### config.mk
export PLATFORM = sky130hd
export DESIGN_NAME = decimal_keypad_to_bcd_flat
export DESIGN_NICKNAME = d
export VERILOG_FILES = /design/src/rtl/decimal_keypad_to_bcd_pkg.sv /design/src/rtl/decimal_keypad_to_bcd_if.sv /design/src/rtl/decimal_keypad_to_bcd_onehot10_to_bcd.sv /design/src/rtl/decimal_keypad_to_bcd.sv /design/src/flat_wrapper.sv
export SDC_FILE = /design/constraint.sdc
export NUM_CORES = 1
export LEC_CHECK = 0
export ABC_AREA = 1
export BUFFER_PORTS_ARGS = -buffer_cell sky130_fd_sc_hd__buf_2
export CAP_MARGIN = 20
export CORE_MARGIN = 8
export CORE_UTILIZATION = 45
export DETAILED_ROUTE_END_ITERATION = 16
export PLACE_DENSITY_LB_ADDON = 0.12
export SLEW_MARGIN = 25
export SYNTH_ARGS = -nofsm -noshare
export SYNTH_HDL_FRONTEND = slang
export SYNTH_HIERARCHICAL = 1
export SYNTH_SLANG_ARGS = --single-unit
### constraint.sdc
create_clock -name Clk -period 4 [get_ports Clk]
set_input_delay 0.6 -clock Clk [delete_from_list [all_inputs] [get_ports Clk]]
set_output_delay 0.6 -clock Clk [all_outputs]
set_load 0.05 [all_outputs]
### src/rtl/decimal_keypad_to_bcd_pkg.sv
// Shared types and helpers for the decimal keypad to BCD encoder.
// The optional DECKEY_STICKY_ERR_EN build only affects the top module.
package deckey_pkg;

   localparam int BCD_W = 4;
   localparam int DEC_W = 10;

   typedef enum logic [2:0] {
      IDLE,
      PRESS,
      HELD,
      RELEASE,
      ERR
   } state_t;

   typedef enum logic [1:0] {
      CLS_ZERO,
      CLS_ONEHOT,
      CLS_MULTI
   } class_t;

   function automatic logic is_zero(input logic [DEC_W-1:0] v);
      return (v == '0);
   endfunction

   // Clearing the lowest set bit leaves zero only when a single bit was set.
   function automatic logic is_onehot(input logic [DEC_W-1:0] v);
      return (v != '0) && ((v & (v - DEC_W'(1))) == '0);
   endfunction

   function automatic class_t classify(input logic [DEC_W-1:0] v);
      if (is_zero(v))
         return CLS_ZERO;
      else if (is_onehot(v))
         return CLS_ONEHOT;
      else
         return CLS_MULTI;
   endfunction

endpackage

### src/rtl/decimal_keypad_to_bcd_if.sv
// Keypad-side and accumulator-side signals of the decimal keypad encoder.
// The master modport is the keypad/consumer side, slave is the encoder.
interface decimal_keypad_to_bcd_if
   import deckey_pkg::*;
#(
   parameter int DIGITS = 4
);

   logic [DEC_W-1:0]            DECIn;
   logic                        Clear;
   logic [BCD_W-1:0]            DigitOut;
   logic                        DigitValid;
   logic [BCD_W*DIGITS-1:0]     Accum;
   logic [$clog2(DIGITS+1)-1:0] DigitCount;
   logic                        Err;

   modport master (
      output DECIn,
      output Clear,
      input  DigitOut,
      input  DigitValid,
      input  Accum,
      input  DigitCount,
      input  Err
   );

   modport slave (
      input  DECIn,
      input  Clear,
      output DigitOut,
      output DigitValid,
      output Accum,
      output DigitCount,
      output Err
   );

endinterface

### src/rtl/decimal_keypad_to_bcd_onehot10_to_bcd.sv
// Combinational 10-line one-hot to BCD encoder; o_valid flags a legal one-hot code.
module onehot10_to_bcd
   import deckey_pkg::*;
(
   input  logic [DEC_W-1:0] i_onehot,
   output logic [BCD_W-1:0] o_bcd,
   output logic             o_valid
);

   always_comb begin
      o_bcd = '0;
      for (int n = 0; n < DEC_W; n++) begin
         if (i_onehot[n])
            o_bcd = BCD_W'(n);
      end
      o_valid = is_onehot(i_onehot);
   end

endmodule

### src/rtl/decimal_keypad_to_bcd.sv
// Synchronises, debounces and validates a one-hot decimal keypad and shifts digits into a BCD accumulator.
// Define DECKEY_STICKY_ERR_EN to make Err hold until Clear instead of pulsing.
module decimal_keypad_to_bcd
   import deckey_pkg::*;
#(
   parameter int DEBOUNCE = 4,
   parameter int DIGITS   = 4
)
(
   input logic                    Clk,
   input logic                    Reset,
   decimal_keypad_to_bcd_if.slave bus
);

   localparam int CNT_W = $clog2(DEBOUNCE + 1);
   localparam int DC_W  = $clog2(DIGITS + 1);
   localparam int ACC_W = BCD_W * DIGITS;
   localparam logic [CNT_W-1:0] CNT_LAST = CNT_W'(DEBOUNCE - 1);
   localparam logic [CNT_W-1:0] CNT_ONE  = CNT_W'(1);
   localparam logic [DC_W-1:0]  DC_MAX   = DC_W'(DIGITS);

   logic [DEC_W-1:0] r_sync1;
   logic [DEC_W-1:0] r_sync2;
   state_t           r_state;
   logic [CNT_W-1:0] r_cnt;
   logic [DEC_W-1:0] r_cand;
   logic [BCD_W-1:0] r_digitOut;
   logic             r_digitValid;
   logic [ACC_W-1:0] r_accum;
   logic [DC_W-1:0]  r_digitCount;
   logic             r_err;

   state_t           w_stateNext;
   logic [CNT_W-1:0] w_cntNext;
   logic [DEC_W-1:0] w_candNext;
   logic             w_accept;
   logic             w_errEntry;
   class_t           w_cls;
   logic [BCD_W-1:0] w_bcd;
   logic             w_bcdValid;

   always_ff @(posedge Clk or posedge Reset) begin
      if (Reset) begin
         r_sync1 <= '0;
         r_sync2 <= '0;
      end else begin
         r_sync1 <= bus.DECIn;
         r_sync2 <= r_sync1;
      end
   end

   always_ff @(posedge Clk or posedge Reset) begin
      if (Reset) begin
         r_state <= IDLE;
         r_cnt   <= '0;
         r_cand  <= '0;
      end else begin
         r_state <= w_stateNext;
         r_cnt   <= w_cntNext;
         r_cand  <= w_candNext;
      end
   end

   // Leaving ERR or HELD on a zero sample already counts as the first release sample.
   always_comb begin
      w_stateNext = r_state;
      w_cntNext   = r_cnt;
      w_candNext  = r_cand;
      w_accept    = 1'b0;
      w_errEntry  = 1'b0;
      w_cls       = classify(r_sync2);
      case (r_state)
         IDLE: begin
            if (w_cls == CLS_ONEHOT) begin
               w_candNext = r_sync2;
               w_cntNext  = CNT_ONE;
               if (DEBOUNCE == 1) begin
                  w_accept    = 1'b1;
                  w_stateNext = HELD;
               end else begin
                  w_stateNext = PRESS;
               end
            end else if (w_cls == CLS_MULTI) begin
               w_errEntry  = 1'b1;
               w_stateNext = ERR;
            end
         end
         PRESS: begin
            if (w_cls == CLS_MULTI) begin
               w_errEntry  = 1'b1;
               w_stateNext = ERR;
            end else if (w_cls == CLS_ZERO) begin
               w_cntNext   = '0;
               w_stateNext = IDLE;
            end else if (r_sync2 == r_cand) begin
               w_cntNext = r_cnt + CNT_ONE;
               if (r_cnt == CNT_LAST) begin
                  w_accept    = 1'b1;
                  w_stateNext = HELD;
               end
            end else begin
               w_candNext = r_sync2;
               w_cntNext  = CNT_ONE;
            end
         end
         HELD, ERR: begin
            if (w_cls == CLS_ZERO) begin
               w_cntNext   = CNT_ONE;
               w_stateNext = (DEBOUNCE == 1) ? IDLE : RELEASE;
            end
         end
         RELEASE: begin
            if (w_cls != CLS_ZERO) begin
               w_stateNext = HELD;
            end else if (r_cnt == CNT_LAST) begin
               w_cntNext   = '0;
               w_stateNext = IDLE;
            end else begin
               w_cntNext = r_cnt + CNT_ONE;
            end
         end
         default: begin
            w_stateNext = IDLE;
         end
      endcase
   end

   // Fed from the candidate's next value so a DEBOUNCE=1 accept from IDLE sees the new key.
   onehot10_to_bcd u_encoder (
      .i_onehot (w_candNext),
      .o_bcd    (w_bcd),
      .o_valid  (w_bcdValid)
   );

   always_ff @(posedge Clk or posedge Reset) begin
      if (Reset) begin
         r_digitOut   <= '0;
         r_digitValid <= 1'b0;
         r_accum      <= '0;
         r_digitCount <= '0;
      end else begin
         r_digitValid <= w_accept && w_bcdValid;
         if (w_accept && w_bcdValid)
            r_digitOut <= w_bcd;
         if (bus.Clear) begin
            r_accum      <= '0;
            r_digitCount <= '0;
         end else if (w_accept && w_bcdValid) begin
            r_accum <= (r_accum << BCD_W) | ACC_W'(w_bcd);
            if (r_digitCount != DC_MAX)
               r_digitCount <= r_digitCount + DC_W'(1);
         end
      end
   end

   always_ff @(posedge Clk or posedge Reset) begin
      if (Reset) begin
         r_err <= 1'b0;
      end else begin
`ifdef DECKEY_STICKY_ERR_EN
         if (bus.Clear)
            r_err <= 1'b0;
         else if (w_errEntry)
            r_err <= 1'b1;
`else
         r_err <= w_errEntry;
`endif
      end
   end

   assign bus.DigitOut   = r_digitOut;
   assign bus.DigitValid = r_digitValid;
   assign bus.Accum      = r_accum;
   assign bus.DigitCount = r_digitCount;
   assign bus.Err        = r_err;

endmodule

### src/flat_wrapper.sv
// flat-port wrapper written by rule: the top's interface ports become plain ports
module decimal_keypad_to_bcd_flat import deckey_pkg::*;
#(
   parameter int DEBOUNCE = 4,
   parameter int DIGITS   = 4
)
  (Clk, Reset, bus_DECIn, bus_Clear, bus_DigitOut, bus_DigitValid, bus_Accum, bus_DigitCount, bus_Err);
  decimal_keypad_to_bcd_if #(.DIGITS(DIGITS)) bus_i ();
  input logic Clk;
  input logic Reset;
  input wire logic [$bits(bus_i.DECIn)-1:0] bus_DECIn;
  input wire logic [$bits(bus_i.Clear)-1:0] bus_Clear;
  output wire logic [$bits(bus_i.DigitOut)-1:0] bus_DigitOut;
  output wire logic [$bits(bus_i.DigitValid)-1:0] bus_DigitValid;
  output wire logic [$bits(bus_i.Accum)-1:0] bus_Accum;
  output wire logic [$bits(bus_i.DigitCount)-1:0] bus_DigitCount;
  output wire logic [$bits(bus_i.Err)-1:0] bus_Err;
  assign bus_i.DECIn = bus_DECIn;
  assign bus_i.Clear = bus_Clear;
  assign bus_DigitOut = bus_i.DigitOut;
  assign bus_DigitValid = bus_i.DigitValid;
  assign bus_Accum = bus_i.Accum;
  assign bus_DigitCount = bus_i.DigitCount;
  assign bus_Err = bus_i.Err;
  decimal_keypad_to_bcd #(.DEBOUNCE(DEBOUNCE), .DIGITS(DIGITS)) u_core (.Clk(Clk), .Reset(Reset), .bus(bus_i));
endmodule
# Word-level counts from Yosys, hierarchy flattened
# Index checks and enable logic that the tools add are counted.
totals:
  register_bits: 61
  in_bits: 13
  out_inout_bits: 25
classes:
  reduce_logical: 18
  add_sub_neg: 4
  eq_ne: 17
  n_bitwise: 3
  muxes: 47
ops:
  columns: ["cell", "n"]
  rows:
  - ["two-way mux 3 bit", 19]
  - ["two-way mux 10 bit", 4]
  - ["two-way mux 16 bit", 2]
  - ["two-way mux 4 bit", 8]
  - ["logical NOT 10 bit", 3]
  - ["one-hot mux 3 bit (4 select lines)", 2]
  - ["AND 10 bit", 2]
  - ["one-hot mux 10 bit (2 select lines)", 1]
  - ["nonzero test 10 bit", 2]
  - ["subtractor 10 x 1 -> 10 bit, second input constant", 2]
  - ["OR 16 x 4 -> 16 bit", 1]
  - ["equality test 10 bit", 1]
  - ["AND reduction 5 bit", 2]
  - ["equality test 3 x 2 -> 1 bit, second input constant", 3]
  - ["two-way mux 1 bit", 8]
  - ["!= test 4 x 1 -> 1 bit, second input constant", 2]
  - ["adder 3 x 1 -> 3 bit, second input constant", 2]
  - ["!= test 3 x 1 -> 1 bit, second input constant", 2]
  - ["nonzero test 2 bit", 3]
  - ["two-way mux 2 bit", 2]
  - ["!= test 2 x 1 -> 1 bit, second input constant", 2]
  - ["!= test 2 bit, second input constant", 2]
  - ["nonzero test 4 bit", 1]
  - ["equality test 3 x 1 -> 1 bit, second input constant", 1]
  - ["10 further kinds", 12]

# Longest topological paths before layout
# Gate-level depths: netlist of run 1.
logic_depth:
  depth_word: 22
  depth_mapped: 23
  ltp_nobuf: 23

# Hierarchy
# The synthesis of run 1 kept the hierarchy.
by_module_without_submodules:
  columns: ["mod", "cells_per_inst", "n_inst", "area_each_um2"]
  rows:
  - ["decimal_keypad_to_bcd", 346, 1, 2886.5]
  - ["onehot10_to_bcd", 46, 1, 210.2]

# Worst setup path before layout of run 1
# No wires, ideal clock.
synth_path:
  path_kind: "flip-flop to flip-flop"
  start: "register u_core.r_sync2[5]"
  end: "register u_core.r_accum[2] (netlist: u_core/bus.Accum[2])"
  t_arrival_ns: 2.556
  path_stages_with_launch: 21
  synth_period_minus_slack_ns: 2.633
  slack_ns: 1.367
  required_time_ns: 3.923
  path_cell_list: "dfrtp_1 > nor2_4 > nand3_2 > nor2_4 > nor2_1 > nor2_2 > nand2_2 > nor2_4 > nand2_1 > o211ai_1 > nand2_1 > nor2_4 > nand2_2 > a21oi_2 > nand2_1 > nor3_2 > nand4_1 > nor2_2 > buf_6 > nand2_2 > a21oi_1"
synth_between:
  word_cells_on_any_way: 38
synth_rtl:
  columns: ["item", "line_no", "rtl"]
  rows:
  - ["start, declared", "decimal_keypad_to_bcd.sv:23", "logic [DEC_W-1:0] r_sync2;"]
  - ["start signal, assigned", "decimal_keypad_to_bcd.sv:48", "r_sync2 <= r_sync1;"]
  - ["subtractor 10 x 1 -> 10 bit", "decimal_keypad_to_bcd_pkg.sv:28", "return (v != '0) && ((v & (v - DEC_W'(1))) == '0);"]
  - ["AND 10 bit", "decimal_keypad_to_bcd_pkg.sv:28", null]
  - ["logical NOT 10 bit", "decimal_keypad_to_bcd_pkg.sv:28", null]
  - ["logical AND 1 bit", "decimal_keypad_to_bcd_pkg.sv:28", null]
  - ["two-way mux 2 bit", "decimal_keypad_to_bcd_pkg.sv:34", "else if (is_onehot(v))"]
  - ["two-way mux 2 bit", "decimal_keypad_to_bcd_pkg.sv:32", "if (is_zero(v))"]
  - ["logical NOT 2 bit", "decimal_keypad_to_bcd.sv:92", "end else if (w_cls == CLS_ZERO) begin"]
  - ["two-way mux 10 bit", "decimal_keypad_to_bcd.sv:92", null]
  - ["[2 not listed]", null, null]
  - ["net u_core.w_candNext[1]", "decimal_keypad_to_bcd.sv:35", "logic [DEC_W-1:0] w_candNext;"]
  - ["subtractor 10 x 1 -> 10 bit", "decimal_keypad_to_bcd_pkg.sv:28", null]
  - ["AND 10 bit", "decimal_keypad_to_bcd_pkg.sv:28", null]
  - ["logical NOT 10 bit", "decimal_keypad_to_bcd_pkg.sv:28", null]
  - ["logical AND 1 bit (*)", "decimal_keypad_to_bcd_pkg.sv:28", null]
  - ["net u_core.w_bcdValid", "decimal_keypad_to_bcd.sv:40", "logic w_bcdValid;"]
  - ["logical AND 1 bit (*)", "decimal_keypad_to_bcd.sv:148", "end else if (w_accept && w_bcdValid) begin"]
  - ["nonzero test 2 bit (no line) (*)", null, null]
  - ["end signal, assigned", "decimal_keypad_to_bcd.sv:149", "r_accum <= (r_accum << BCD_W) | ACC_W'(w_bcd);"]
  - ["end, declared", "decimal_keypad_to_bcd.sv:29", "logic [ACC_W-1:0] r_accum;"]
# Mark *: on every way through the listed nets, which the timed path passes. The rest lies on a longest branch. The select of a mux whose other input is x is not followed.
# A chain may end at the register's enable or synchronous reset.

# Final worst setup path of run 1
layout_path:
  start: "register u_core.r_sync2[5]"
  end: "register u_core.r_digitCount[1] (netlist: u_core/bus.DigitCount[1])"
layout_between:
  elab_chain_len: 17
  word_cells_on_any_way: 29
layout_lines:
  columns: ["item", "line_no", "rtl"]
  rows:
  - ["subtractor 10 x 1 -> 10 bit", "decimal_keypad_to_bcd_pkg.sv:28", null]
  - ["AND 10 bit", "decimal_keypad_to_bcd_pkg.sv:28", null]
  - ["logical NOT 10 bit", "decimal_keypad_to_bcd_pkg.sv:28", null]
  - ["logical AND 1 bit", "decimal_keypad_to_bcd_pkg.sv:28", null]
  - ["two-way mux 2 bit", "decimal_keypad_to_bcd_pkg.sv:34", null]
  - ["two-way mux 2 bit", "decimal_keypad_to_bcd_pkg.sv:32", null]
  - ["logical NOT 2 bit", "decimal_keypad_to_bcd.sv:92", null]
  - ["two-way mux 10 bit", "decimal_keypad_to_bcd.sv:92", null]
  - ["[2 not listed]", null, null]
  - ["net u_core.w_candNext[9]", "decimal_keypad_to_bcd.sv:35", null]
  - ["subtractor 10 x 1 -> 10 bit", "decimal_keypad_to_bcd_pkg.sv:28", null]
  - ["AND 10 bit", "decimal_keypad_to_bcd_pkg.sv:28", null]
  - ["logical NOT 10 bit", "decimal_keypad_to_bcd_pkg.sv:28", null]
  - ["logical AND 1 bit (*)", "decimal_keypad_to_bcd_pkg.sv:28", null]
  - ["net u_core.w_bcdValid", "decimal_keypad_to_bcd.sv:40", null]
  - ["logical AND 1 bit (*)", "decimal_keypad_to_bcd.sv:148", null]
  - ["nonzero test 2 bit (no line) (*)", null, null]
  - ["AND reduction 2 bit (no line) (*)", null, null]
  - ["end signal, assigned", "decimal_keypad_to_bcd.sv:151", "r_digitCount <= r_digitCount + DC_W'(1);"]
  - ["end, declared", "decimal_keypad_to_bcd.sv:30", "logic [DC_W-1:0] r_digitCount;"]
# Mark *: on every way through the listed nets, which the timed path passes. The rest lies on a longest branch.

==> run_results.csv, run 1 <==
group,metric,value,unit
run_status,status,"complete, no violations",
detailed_routing,num_vias,2539,
hold_path,holdPathStages,0,
synth,synth.avg_cell_area,7.900,sq um
worst_setup_path,crit_arrival,3680,ps
power_and_ir_drop,intPower,0.001347,W
sta,finalHoldViolations,0,
detailed_routing,viasPerCell,4.892,
worst_setup_path,crit_type,"flip-flop to flip-flop",
sta,tightest_slew,736.4,ps
cts,clk_latency,340,ps
power_and_ir_drop,comb_power_share,37.0,%
cts,ctsHoldBuffers,0,
sta,setup_viol,0,
power_and_ir_drop,power_frac_seq,35.2,%
worst_setup_path,cp-start-kind,"flip-flop",
cts,h-tree-depth,3,
layout,layout.cells.non_filler,519,
worst_setup_path,required,4230,ps
placed_design,dp_hpwl,5024,um
grt,grt_start_max_net_pins,45,
detailed_routing,drc_errors,0,
placed_design,port_buffers,37,
power_and_ir_drop,power_frac_clock,27.8,%
worst_setup_path,cpMostUsedCell,"nand2_1",
detailed_routing,routed_wl,6865,um
power_and_ir_drop,p_per_area,617.9,nW/um^2
cts,clkTransAtPathRegs,70,ps
detailed_routing,first_iter_violations,178,
synth,synth.distinct_cells,26,
run,maxCapViolCount,0,
placed_design,finalWeightedCongestion,0.8853,
worst_setup_path,path_cells,"nor2_4, nor2_1, nor2_1, nand3_1, nor2_1, nand2_2, nor2_4, nand2_1, o21ai_1, inv_1, nand2_1, nand2_1, nand2_1, nand2_1, nor3_2, inv_1, nor2_1, nand2_1, nand2_1, nand2_1, nand2_1, nand2_1",
layout,final_area,3582,sq um
cts,post_cts_resized,0,
power_and_ir_drop,ir_drop,279.1,uV
sta,slew_headroom,50.85,%
hold_path,min_path_type,"flip-flop to flip-flop",
layout,fin_nets,453,
floorplan,rows,30,
layout,fillCellCount,628,
floorplan,dieHeight,98.96,um
sta,tns,0,ps
sta,clock.fmax,289.8,MHz
worst_setup_path,crit_path_end_kind,"flip-flop",
cts,cts_setup_buffers,0,
layout,final_util,53.31,%
grt,grt_pass1_vias,2586,
power_and_ir_drop,p_sw,0.0008670,W
layout,final_cell_mix,"133 x nand2_1, 61 x dfrtp_1, 41 x inv_1, 37 x buf_2, 31 x nor2_1",
synth,synth_warnings,6,
floorplan,pin_count,38,
worst_setup_path,slowest_stage,"dfrtp_1",
power_and_ir_drop,sw_frac_of_total,39.17,%
power_and_ir_drop,total_power,0.002214,W
placed_design,dpl_cell_area,3357,sq um
sta,finClkSkew,8.446,ps
worst_setup_path,r2r_cells,22,
cts,cts.path.max_buffers,2,
sta,period_share,86.28,%
floorplan,die-area,9792,sq um
power_and_ir_drop,p_leak,1.918,nW
cts,cts_root_buf,"clkbuf_8",
worst_setup_path,crit_fanout,21,
sta,min_period,3451,ps
grt,grt_overflow,0,
sta,slew_viol_final,0,
placed_design,dp_cells,504,
detailed_routing,wire_per_inst,13.23,um
cts,cts_sinks,61,
layout,n_antenna_cell,0,
worst_setup_path,slowest_delay,450,ps
synth,seq_area_frac_synth,49.29,%
grt,grt_pass1_wl,12160,um
synth,ys_ff_latch,61,
floorplan,start_util,46.09,%
layout,drive_gt1_share,20.96,%
grt,antenna_found_initial,0,
detailed_routing,dr.pass1.iters,4,
cts,cts_tree,"built",
detailed_routing,drtAntennaViolNets,0,
layout,syn_to_final_growth,15.68,%
synth,syn_inst,392,
floorplan,die_x,98.96,um
synth,syn_area,3097,sq um
layout,final_common_cell,"nand2_1",
sta,rsz0062_at_grt,"no",
cts,cts_buffers,9,
floorplan,coreArea,6719,sq um
grt,grtUsageTotal,15.48,%
synth,syn_nets,410,
==> power groups by stage <==
stage | combinational, W | clock, W | sequential, W
after floorplan | 0.000639 | 0 | 0.000786
after global placement | 0.000805 | 0 | 0.000788
after detailed placement | 0.000809 | 0 | 0.000787
after CTS | 0.000813 | 0.000636 | 0.000779
after global routing | 0.000953 | 0.000659 | 0.000792
final | 0.000819 | 0.000614 | 0.000780
==> cell type report <==
cell class	count	area [sq um]	share of cell area (%)
timing repair buffer	39	200.2	5.589
clock buffer	12	155.1	4.331
multi-input combinational	275	1346	37.58
inverter	49	185.2	5.169
clock inverter	3	68.82	1.921
sequential	61	1526	42.61
tap	80	100.1	2.794
==> state kept, by name (all words and copies together), names as in the netlist <==
register / cells
u_core/bus.DigitValid: 1
u_core/r_sync1: 10
u_core/r_cnt: 3
u_core/bus.Err: 1
u_core/bus.Accum: 16
u_core/r_state: 3
u_core/bus.DigitOut: 4
u_core/r_sync2: 10
u_core/r_cand: 10
u_core/bus.DigitCount: 3
==> layer usage <==
layer  vias up  share of wire (%)  wire length, um  GRT usage, %
met2        41                 46             3145         24.22
met5         -                  0                0             0
met4         0                1.7              118         5.313
li1       1321                  -                -             -
met3        10                3.7              254         5.144
met1      1167                 49             3348         19.49
==> path summary, 6_finish.rpt <==
path	start	endpoint	slack [ps]
worst max-delay path	u_core/r_sync2[5]	u_core/bus.DigitCount[1]	550
worst min-delay path	u_core/r_sync1[1]	u_core/r_sync2[1]	340
worst max register to register	u_core/r_sync2[5]	u_core/bus.DigitCount[1]	550
worst min register to register	u_core/r_sync1[1]	u_core/r_sync2[1]	340
max in group asynchronous	Reset	u_core/r_sync2[2]	2950
min in group asynchronous	Reset	u_core/r_sync1[9]	350
==> critical path, delay by kind of cell (launching register included) <==
family,cells,cell delay [ps]
compound gates,1,280
flops,1,450
buf+inv,2,170
simple gates,19,2430
==> synthesized netlist by cell type (all sizes together) <==
| cell type | number | area share, % |
|---|---|---|
| a21oi | 9 | 1.6 |
| buf | 4 | 0.93 |
| clkbuf | 3 | 0.36 |
| dfrtp | 61 | 49 |
| ha | 5 | 2.0 |
| inv | 49 | 5.9 |
| nand2 | 144 | 18 |
| nand3 | 23 | 4.0 |
| nand4 | 8 | 1.6 |
| nor2 | 45 | 8.0 |
| nor3 | 1 | 0.32 |
| o211ai | 8 | 1.9 |
| o21ai | 30 | 5.1 |
| o21bai | 1 | 0.24 |
| xor2 | 1 | 0.28 |
==> metrics by stage <==
stage          setup slack [ps]  hold slack (ps)
3_3_place_gp              596.6            333.6
3_5_place_dp              585.5            334.7
5_1_grt                   40.52            332.7
4_1_cts                   567.3            337.7
2_1_floorplan              1367            331.2
6_report                  548.9            343.8
==> logic make-up (layout without fill, tap and decap cells) <==
kind of cell	after synthesis	after routing	synth area share, %
buffers and inverters	56	103	7.232
AO/OA/AOI/OAI	48	48	8.849
flip-flops	61	61	49.29
XOR/XNOR	1	1	0.2829
AND/OR/NAND/NOR	221	221	32.32
adder cells (fa/ha/maj)	5	5	2.020
Power figures use the tool's default switching activity.
==> run 2, diff against run 1 <==
--- a/config.mk
+++ b/config.mk
@@ -10,6 +10,7 @@
 export CAP_MARGIN = 20
 export CORE_MARGIN = 8
 export CORE_UTILIZATION = 45
+export CTS_BUF_LIST = sky130_fd_sc_hd__clkbuf_16
 export DETAILED_ROUTE_END_ITERATION = 16
 export PLACE_DENSITY_LB_ADDON = 0.12
 export SLEW_MARGIN = 25
==> run 2 against run 1 <==
Highest routed layer unchanged. Sequential cell count stayed put. Count of clock-buffer cells in the layout shrank 3. Utilization grew 1.2 points. Register-to-register slack is essentially flat.
==> run_results.csv, run 2 (same netlist as run 1, synthesis figures left out) <==
group,metric,value,unit
placed_design,pre_cts_slack,585.5,ps
run,maxCapViolCount,0,
power_and_ir_drop,power_frac_clock,33.1,%
placed_design,dpl_cell_area,3357,sq um
floorplan,coreArea,6719,sq um
detailed_routing,drc_errors,0,
hold_path,min_path_type,"flip-flop to flip-flop",
layout,layout.cells.non_filler,519,
power_and_ir_drop,p_leak,1.958,nW
detailed_routing,num_vias,2548,
cts,cts_root_buf,"clkbuf_16",
sta,tns,0,ps
detailed_routing,drtAntennaViolNets,0,
worst_setup_path,crit_fanout,21,
sta,clock.fmax,289.3,MHz
power_and_ir_drop,p_sw,0.0008872,W
grt,grt_pass1_wl,12210,um
sta,min_period,3456,ps
cts,ctsHoldBuffers,0,
sta,whs,342.9,ps
floorplan,rows,30,
cts,cts_sinks,61,
layout,fin_nets,453,
grt,grt_pass1_vias,2596,
floorplan,die_x,98.96,um
layout,multiInputGateArea,1346,sq um
worst_setup_path,crit_type,"flip-flop to flip-flop",
placed_design,dp_hpwl,5024,um
sta,finalWorstSetupSlack,543.9,ps
sta,finClkSkew,9.075,ps
grt,grt_start_max_net_pins,45,
floorplan,die-area,9792,sq um
power_and_ir_drop,intPower,0.001500,W
sta,period_share,86.40,%
power_and_ir_drop,p_per_area,651.7,nW/um^2
detailed_routing,wire_per_inst,13.23,um
layout,fillCellCount,614,
power_and_ir_drop,power_frac_seq,32.6,%
floorplan,pin_count,38,
sta,slew_viol_final,0,
power_and_ir_drop,sw_frac_of_total,37.16,%
sta,slew_headroom,51.42,%
cts,post_cts_resized,0,
layout,drive_gt1_share,20.50,%
worst_setup_path,r2r_cells,22,
hold_path,holdPathStages,0,
floorplan,dieHeight,98.96,um
grt,grt_overflow,0,
placed_design,finalWeightedCongestion,0.8853,
cts,cts_setup_buffers,0,
run_status,status,"complete, no violations",
detailed_routing,routed_wl,6864,um
sta,finalHoldViolations,0,
cts,cts_tree,"built",
worst_setup_path,cp-start-kind,"flip-flop",
sta,rsz0062_at_grt,"no",
placed_design,dp_cells,504,
worst_setup_path,required,4210,ps
grt,antenna_found_initial,0,
cts,clk_latency,320,ps
floorplan,start_util,46.09,%
placed_design,port_buffers,37,
layout,n_antenna_cell,0,
layout,final_cell_mix,"133 x nand2_1, 61 x dfrtp_1, 42 x inv_1, 37 x buf_2, 31 x nor2_1",
layout,largest_reg_flops,16,
sta,setup_viol,0,
layout,final_area,3664,sq um
detailed_routing,dr.pass1.iters,4,
cts,clkTransAtPathRegs,50,ps
detailed_routing,viasPerCell,4.909,
grt,grtUsageTotal,15.63,%
cts,cts.path.max_buffers,2,
sta,tightest_slew,727.9,ps
layout,final_common_cell,"nand2_1",
cts,cts_buffers,9,
layout,syn_to_final_growth,18.30,%
power_and_ir_drop,ir_drop,277.7,uV
layout,seq_area,1526,sq um
power_and_ir_drop,comb_power_share,34.3,%
worst_setup_path,crit_arrival,3670,ps
detailed_routing,first_iter_violations,172,
worst_setup_path,crit_path_end_kind,"flip-flop",
cts,h-tree-depth,3,
[run 2: power by group through the flow]
stage	registers, W	clock network (W)	logic (W)
after floorplan	0.000786	0	0.000639
after global placement	0.000788	0	0.000805
after detailed placement	0.000787	0	0.000809
after CTS	0.000779	0.000812	0.000812
after global routing	0.000793	0.000834	0.000951
final	0.000779	0.000790	0.000819
[run 2: final timing paths]
check	from	endpoint	slack (ps)
worst max-delay path	u_core/r_sync2[1]	u_core/bus.DigitCount[1]	540
max in group asynchronous	Reset	u_core/r_state[1]	2930
worst min register to register	u_core/r_sync1[1]	u_core/r_sync2[1]	340
worst max register to register	u_core/r_sync2[1]	u_core/bus.DigitCount[1]	540
worst min-delay path	u_core/r_sync1[1]	u_core/r_sync2[1]	340
min in group asynchronous	Reset	u_core/r_cand[1]	370
[run 2: critical path, stage by stage (launching register included)]
cell and delay (ps):
dfrtp_1 430, nor2_4 170, nor2_1 60, nor2_1 130, nand3_1 90, nor2_1 120
nand2_2 90, nor2_4 190, nand2_1 140, o21ai_1 280, inv_1 100, nand2_1 170
nand2_1 70, nand2_1 70, nand2_1 60, nor3_2 190, inv_1 70, nor2_1 100
nand2_1 400, nand2_1 170, nand2_1 100, nand2_1 70, nand2_1 50
[run 2: layout make-up]
type | count | area share, %
Timing Repair Buffer | 39 | 5.464
Clock inverter | 6 | 2.186
Sequential cell | 61 | 41.67
Multi-Input combinational cell | 275 | 36.75
Inverter | 49 | 5.055
Tap cell | 80 | 2.732
Clock buffer | 9 | 6.148
[run 2: through the flow]
| step | total power (W) | util, % |
|---|---|---|
| finish | 0.002387 | 54.53 |
| global route | 0.002577 | 54.53 |
| CTS | 0.002403 | 54.51 |
| detailed placement | 0.001596 | 49.96 |
| global placement | 0.001594 | 49.96 |
| floorplan | 0.001425 | - |
[run 2: routing by layer]
metal	part of all wire, %	GRT usage, %
met4	2.2	7.674
met5	0	0
met2	46	23.54
met3	3.9	4.369
met1	48	20.08
